`src/rtl/maze_path_stack.sv`:
```
// rtl/maze_path_stack.sv - path stack with overflow/underflow flags and bottom-to-top replay
module maze_path_stack #(
  parameter int DEPTH = 256,
  parameter int DATA_W = 8,
  localparam int ADDR_W = $clog2(DEPTH)
) (
  input  logic              clk,
  input  logic              rst_adr,
  input  logic              clear,
  input  logic              push,
  input  logic              pop,
  input  logic [DATA_W-1:0] push_data,
  input  logic              replay_start,
  input  logic              finish,
  input  logic              move_ready,
  output logic [DATA_W-1:0] top_data,
  output logic [ADDR_W:0]   count,
  output logic              empty,
  output logic              full,
  output logic              overflow,
  output logic              underflow,
  output logic              busy,
  output logic              move_valid,
  output logic [DATA_W-1:0] move_data,
  output logic              replay_done,
  output logic              replay_abort
);

  localparam logic [ADDR_W:0] FULL_CNT = (ADDR_W+1)'(DEPTH);

  typedef enum logic [1:0] {IDLE, REPLAY, DONE} state_t;

  state_t              state;
  logic [ADDR_W-1:0]   rd_idx;
  logic [DATA_W-1:0]   mem [DEPTH];
  logic [ADDR_W:0]     count_m1;
  logic [ADDR_W-1:0]   top_idx;
  logic [ADDR_W-1:0]   wr_idx;
  logic                do_write;

  assign count_m1 = count - 1'b1;
  assign top_idx  = count_m1[ADDR_W-1:0];

  assign empty       = (count == '0);
  assign full        = (count == FULL_CNT);
  assign busy        = (state != IDLE);
  assign move_valid  = (state == REPLAY);
  assign replay_done = (state == DONE);
  assign top_data    = empty ? '0 : mem[top_idx];
  assign move_data   = move_valid ? mem[rd_idx] : '0;

  // Storage write decode: push&pop overwrites the top, a plain push appends unless full.
  always_comb begin
    do_write = 1'b0;
    wr_idx   = count[ADDR_W-1:0];
    if (!rst_adr && !clear && state == IDLE && push) begin
      if (pop && !empty) begin
        do_write = 1'b1;
        wr_idx   = top_idx;
      end else if (!full) begin
        do_write = 1'b1;
      end
    end
  end

  // Path storage array; deliberately not reset, contents only valid below count.
  always_ff @(posedge clk) begin
    if (do_write) mem[wr_idx] <= push_data;
  end

  // Depth counter, sticky error flags and replay state machine.
  always_ff @(posedge clk or posedge rst_adr) begin
    if (rst_adr) begin
      state        <= IDLE;
      count        <= '0;
      rd_idx       <= '0;
      overflow     <= 1'b0;
      underflow    <= 1'b0;
      replay_abort <= 1'b0;
    end else if (clear) begin
      state        <= IDLE;
      count        <= '0;
      rd_idx       <= '0;
      overflow     <= 1'b0;
      underflow    <= 1'b0;
      replay_abort <= 1'b0;
    end else begin
      replay_abort <= 1'b0;
      case (state)
        IDLE: begin
          if (push && pop) begin
            if (empty) count <= count + 1'b1;
          end else if (push) begin
            if (full) overflow <= 1'b1;
            else      count    <= count + 1'b1;
          end else if (pop) begin
            if (empty) underflow <= 1'b1;
            else       count     <= count_m1;
          end else if (replay_start) begin
            rd_idx <= '0;
            state  <= empty ? DONE : REPLAY;
          end
        end
        REPLAY: begin
          // finish wins over a same-cycle handshake; that beat is dropped
          if (finish) begin
            state        <= IDLE;
            rd_idx       <= '0;
            replay_abort <= 1'b1;
          end else if (move_ready) begin
            if ({1'b0, rd_idx} == count_m1) begin
              state  <= DONE;
              rd_idx <= '0;
            end else begin
              rd_idx <= rd_idx + 1'b1;
            end
          end
        end
        DONE:    state <= IDLE;
        default: state <= IDLE;
      endcase
    end
  end

endmodule

```
`config.mk`:
```
export PLATFORM = sky130hd
export DESIGN_NAME = maze_path_stack
export DESIGN_NICKNAME = d
export VERILOG_FILES = /design/src/rtl/maze_path_stack.sv
export SDC_FILE = /design/constraint.sdc
export NUM_CORES = 2
export LEC_CHECK = 0
export BUFFER_PORTS_ARGS = -buffer_cell sky130_fd_sc_hd__buf_2
export CORE_MARGIN = 2
export CORE_UTILIZATION = 45
export DETAILED_ROUTE_END_ITERATION = 16
export PLACE_DENSITY = 0.58
export SYNTH_ARGS = -nofsm -noshare
export SYNTH_HDL_FRONTEND = slang
export SYNTH_SLANG_ARGS = --single-unit
```
`constraint.sdc`:
```
create_clock -name clk -period 7.1 [get_ports clk]
set_input_delay 1.42 -clock clk [delete_from_list [all_inputs] [get_ports clk]]
set_output_delay 1.42 -clock clk [all_outputs]
set_load 0.02 [all_outputs]
```
After elaboration in Yosys (flattened, before gate mapping)
Memories as Yosys holds them, arrays and structs flattened.
Index checks and enable logic that the tools add are counted.
- bits in registers: 22
- bits in latches: 0
- RAM bits: 2048
- ROM bits: 0
- input bits: 16
- output and inout port bits: 33
- word-level logic and storage cells: 98
- memories kept: 1
- add/sub/neg operators: 3
- $mul: 0
- divide/modulo/power cells: 0
- order comparisons: 0
- equality and inequality tests: 15
- shifts and indexed selects: 0
- mux-type cells: 50
- bitwise operators: 0
- reductions and logical operators: 23
- memory list (memory ; depth ; bits a word ; read ports ; clocked after memory_dff ; write ports ; RTL line ; source):
    mem ; 256 ; 8 ; 2 ; 0 ; 1 ; 35 ; logic [DATA_W-1:0] mem [DEPTH];
- operators with widths (kind ; count):
    8-bit 2-to-1 mux ; 12
    9-bit 2-to-1 mux ; 8
    1-bit 2-to-1 mux ; 19
    2-bit 2-to-1 mux ; 9
    8-bit case mux with 2 select lines ; 1
    3-bit != test, second input constant ; 5
    4-bit by 3-bit != test with 1-bit output, second input constant ; 3
    6-bit AND reduction ; 2
    2-bit nonzero test ; 6
    5-bit AND reduction ; 2
    9-bit by 1-bit adder with 9-bit output, second input constant ; 1
    8-bit by 9-bit == test with 1-bit output ; 1
    9-bit == test, second input constant ; 1
    9-bit logical NOT ; 1
    9-bit by 1-bit subtractor with 9-bit output, second input constant ; 1
    8-bit by 1-bit adder with 8-bit output, second input constant ; 1
    1-bit logical AND ; 5
    2-bit != test, second input constant ; 2
    4-bit != test, second input constant ; 1
    2-bit case mux with 2 select lines ; 1
    4-bit AND reduction ; 1
    4-bit nonzero test ; 1
    1-bit logical NOT ; 3
    3-bit nonzero test ; 1
    3 further kinds ; 3

Longest topological paths before layout
- word-level depth: 8
- gate-level depth with buffers: 16

Worst setup path after synthesis
No wires, ideal clock.
- path kind: register to output
- from: register count[0]
- to: output port top_data[4]
- data arrival time: 3.933 ns
- required time: 5.680 ns
- path slack: 1.747 ns
- stages on the path, launching flop included: 17
- path through: dfrtp_1 > buf_4 > buf_4 > buf_4 > buf_2 > inv_1 > ha_1 > buf_2 > clkbuf_1 > clkbuf_1 > clkbuf_1 > mux4_2 > mux2i_1 > o22ai_1 > nor4_1 > nor3_1 > a211o_1
- word-level cells in the longest chain between the ends: 3
- ends and longest elaborated chain (what ; RTL line ; source):
    start: declaration ; 17 ; output logic [ADDR_W:0] count,
    start signal: assignment ; 92 ; if (empty) count <= count + 1'b1;
    start signal: assignment ; 95 ; else count <= count + 1'b1;
    start signal: assignment ; 98 ; else count <= count_m1;
    9-bit by 1-bit subtractor with 9-bit output ; 41 ; assign count_m1 = count - 1'b1;
    memory 256 x 8 bit ; -- ;
    8-bit 2-to-1 mux * ; 49 ; assign top_data = empty ? '0 : mem[top_idx];
    end: declaration ; 16 ; output logic [DATA_W-1:0] top_data,
Every way passes the cells marked *; elsewhere a longest branch is shown, timed or not.

Final worst setup path
- from: register count[0]
- to: output port top_data[7]
The elaborated chain is that of the path after synthesis.

==> impl.org <==
** Power
- IR analysis of the VDD net gives a maximum drop of 0.000557 V.
- Post-layout power :: 0.0432 W
- Static Leak :: 32.9 nW
- In this run the power density over the cells is 393 nW/µm².

** Floorplanning
- The core region is 217000 µm².
- Chip Width :: 471 µm
- The die is 471 µm tall.
- In this run the core area contains 171 standard-cell rows.
- # IOs :: 49
- Die ar. :: 222000 µm²
- The initial utilization of the core area, before any placement, comes to 45.3%.

** Setup path
- Of all nets on the critical path, the largest fanout is 69.
- The worst setup path is captured at a primary output.
- For this run, the slowest stage of the critical path takes 0.98 ns.
- Critical path type :: reg2out
- Traced cell by cell, the critical path runs through buf_12 > nor3_2 > xnor2_1 > nor2_2 > buf_4 > nand3_1 > a41o_1 > and3_1 > a211o_1 > buf_2.
- Worst Path Required :: 5.68 ns
- The slowest stage of the critical path is the nor2_2 cell.
- STA classifies the critical path startpoint as a flip-flop.
- Worst path arrival time :: 5.61 ns
- Across all register-to-register paths, the minimum setup slack is 1.94 ns.

** Clocking
- Level count of the clock H-tree :: 4
- Number of hold buffers added after CTS :: 0
- The clock passes through at most 3 buffers.
- Buffers added to address setup during post-CTS repair amount to 0.
- Clock tree from TritonCTS :: yes
- CTS placed an instance of clkbuf_16 at the clock tree root.
- Resized Gates After CTS :: 0
- Number of buffers created by CTS :: 218
- Clock sink total :: 2070
- Clock-pin slew was measured on the worst setup and hold paths at 0.06 ns.
- The later pin in the worst-skew pair is clocked with a latency of 0.87 ns.

** Drt
- Before antenna repair, the detailed router went through 5 iterations.
- For this block, the initial DRC count from the detailed router was 7894.
- Average wire per standard cell :: 37.3 µm
- Wires add up to 319000 µm.
- Via count :: 58400
- Once detail routing completed, the nets flagged for antenna violations numbered 0.
- DRC Markers :: 0
- Detail-routed via count per cell :: 6.84

** Place
- Routability-driven placement finished with a final weighted congestion of 0.893.
- Buffers placed on the I/O ports in this run total 48.
- Dpl hpwl :: 203000 µm
- DP Area :: 103000 µm²
- Cell count after placement :: 8124

** Layout
- The library cells used most frequently in the layout, excluding fill and tap cells, are edfxtp_1, mux4_2, mux2i_1.
- Share of cells above drive strength 1 :: 30.5%
- Count of nets after finishing :: 5510
- Most common cell after layout, fill and taps aside :: edfxtp_1
- Final instance area :: 110000 µm²
- The finished layout holds 8541 standard cells, fillers aside.
- P&R area growth vs syn :: 11.8%

** Synthesis
- Synthesis produced a netlist whose cell count is 5353.
- Yosys mapped a number of flops with a built-in enable equal to 2048.
- Yosys attributes the largest share of cell area to edfxtp_1, mux4_2, mux2i_1, nand2_1, nor2_1.
- After synthesis, the mean cell area works out to 18.4 µm².
- Seq/Total Area, Yosys :: 63.1%
- The synthesized design spends more area on one cell type than any other, namely edfxtp_1.
- Async set-or-reset flop fraction in the synthesized netlist :: 1.06%
- Post-synthesis instance area :: 98300 µm²
- The synthesized design contains 2070 register bits.
- The share of synthesized area in the top cell type comes to 62.6%.
- The netlist uses 83 different library cells.
- When the netlist entered floorplanning its net count stood at 5373.
- Synth warn :: 0
- For this run, the leading register cell type out of synthesis is edfxtp_1.

** GRT
- Pin count of the biggest net entering global routing :: 193
- Number of antenna violations at the first check in global routing :: 17
- Number of global-route vias before repair :: 57900
- Global routing finished with a remaining overflow of 0.
- Aggregate global-route resource usage :: 28.6%
- The first global-routing pass estimated 449000 µm of wire.

** Timing
- Minimum clock period after layout :: 7.03 ns
- Number of endpoints failing setup at the final stage :: 0
- Headroom to the max-slew limit came out at 10.3%.
- Final count of pins violating max slew :: 0
- Worst hold margin :: 0.531 ns
- Highest attainable clock frequency :: 142 MHz
- Setup TNS after final layout :: 0 ns
- For the pin with the worst max-slew slack, the measured transition is 1.34 ns.
- Count of final hold-check violations :: 0
- The final critical path takes up 99.1% of the cycle.
- The clock arrives with 0.0212 ns of skew.

** Hold path
- The tightest min-delay check is of the reg2reg type.

** Run status
- Status :: finished, final reports clean

** Run
- The tool flagged a number of max-cap violations equal to 0.
==> registers in the layout (all words and copies together) (netlist names) <==
register / flops
underflow: 1
mem: 2048
state: 2
rd_idx: 8
count: 9
replay_abort: 1
overflow: 1
==> per-stage QoR <==
step / util, % / setup WS, ns
after floorplan: - / 1.75
after global placement: 47.4 / 1.02
after detailed placement: 47.4 / 1.04
after CTS: 50.6 / 0.106
after global routing: 50.6 / -0.000323
final: 50.6 / 0.0667
==> kinds of logic (layout without fill, tap and decap cells) <==
kind of cell | count (synthesis) | count (layout) | synth area share (%)
other cells | 0 | 10 | 0
simple gates | 941 | 941 | 4.25
fa+ha+maj | 4 | 4 | 0.0509
mux | 1323 | 1323 | 25.9
xor+xnor | 35 | 35 | 0.354
compound gates | 533 | 533 | 3.99
buf+inv | 447 | 771 | 2.34
flops | 2070 | 2070 | 63.1
==> Yosys cell counts (all sizes together), types with 28 or more instances <==
cell type  count
clkbuf       166
nor2         309
nand3        107
o21ai         42
buf          262
nor3          65
o221ai       128
a21oi        116
mux4         972
o22ai         81
mux2i        332
a211oi        30
nor4          28
edfxtp      2048
xnor2         30
nand2        345
==> per-layer routing <==
metal	up-vias	GRT usage (%)	share of wire [%]
met1	31400	38.7	38
met5	-	0	0.039
li1	23000	-	-
met3	586	5.22	9.2
met2	3349	45.8	48
met4	14	11.7	4.5
==> critical path, delay by kind of cell, from the launching register on <==
family                    cells  cell delay (ns)
AOI/OAI and AO/OA             2             0.89
xor gates and xnor gates      1             0.41
buffers and inverters         3             0.84
DFF                           1             0.49
and+or+nand+nor               4             2.05
==> final timing paths <==
| check | from | end | cells past startpoint |
|---|---|---|---|
| worst max-delay path | count[0]$_DFFE_PP0P_ | top_data[7] | 10 |
| worst min-delay path | underflow$_DFFE_PP0P_ | underflow$_DFFE_PP0P_ | 2 |
| worst max register to register | count[2]$_DFFE_PP0P_ | mem[94][0]$_DFFE_PP_ | 9 |
| worst min register to register | underflow$_DFFE_PP0P_ | underflow$_DFFE_PP0P_ | 2 |
| max in group asynchronous | rst_adr | rd_idx[0]$_DFFE_PP0P_ | 3 |
| min in group asynchronous | rst_adr | count[5]$_DFFE_PP0P_ | 3 |
==> layout make-up <==
cell class	count	area [µm²]
repair buffers	345	3080
clock inverters	142	1260
multi-input cells	2836	34100
fillers	17300	107000
well taps	2854	3570
diodes	10	25.0
clock buffers	265	5740
inverters	19	76.3
flip-flops and latches	2070	62100
==> power by group <==
part	switching, W	internal [W]
clock network	0.00483	0.00648
registers	0.000113	0.0135
logic	0.0119	0.00641
total	0.0168	0.0264
Note: power is estimated with default switching activity, not from simulation.
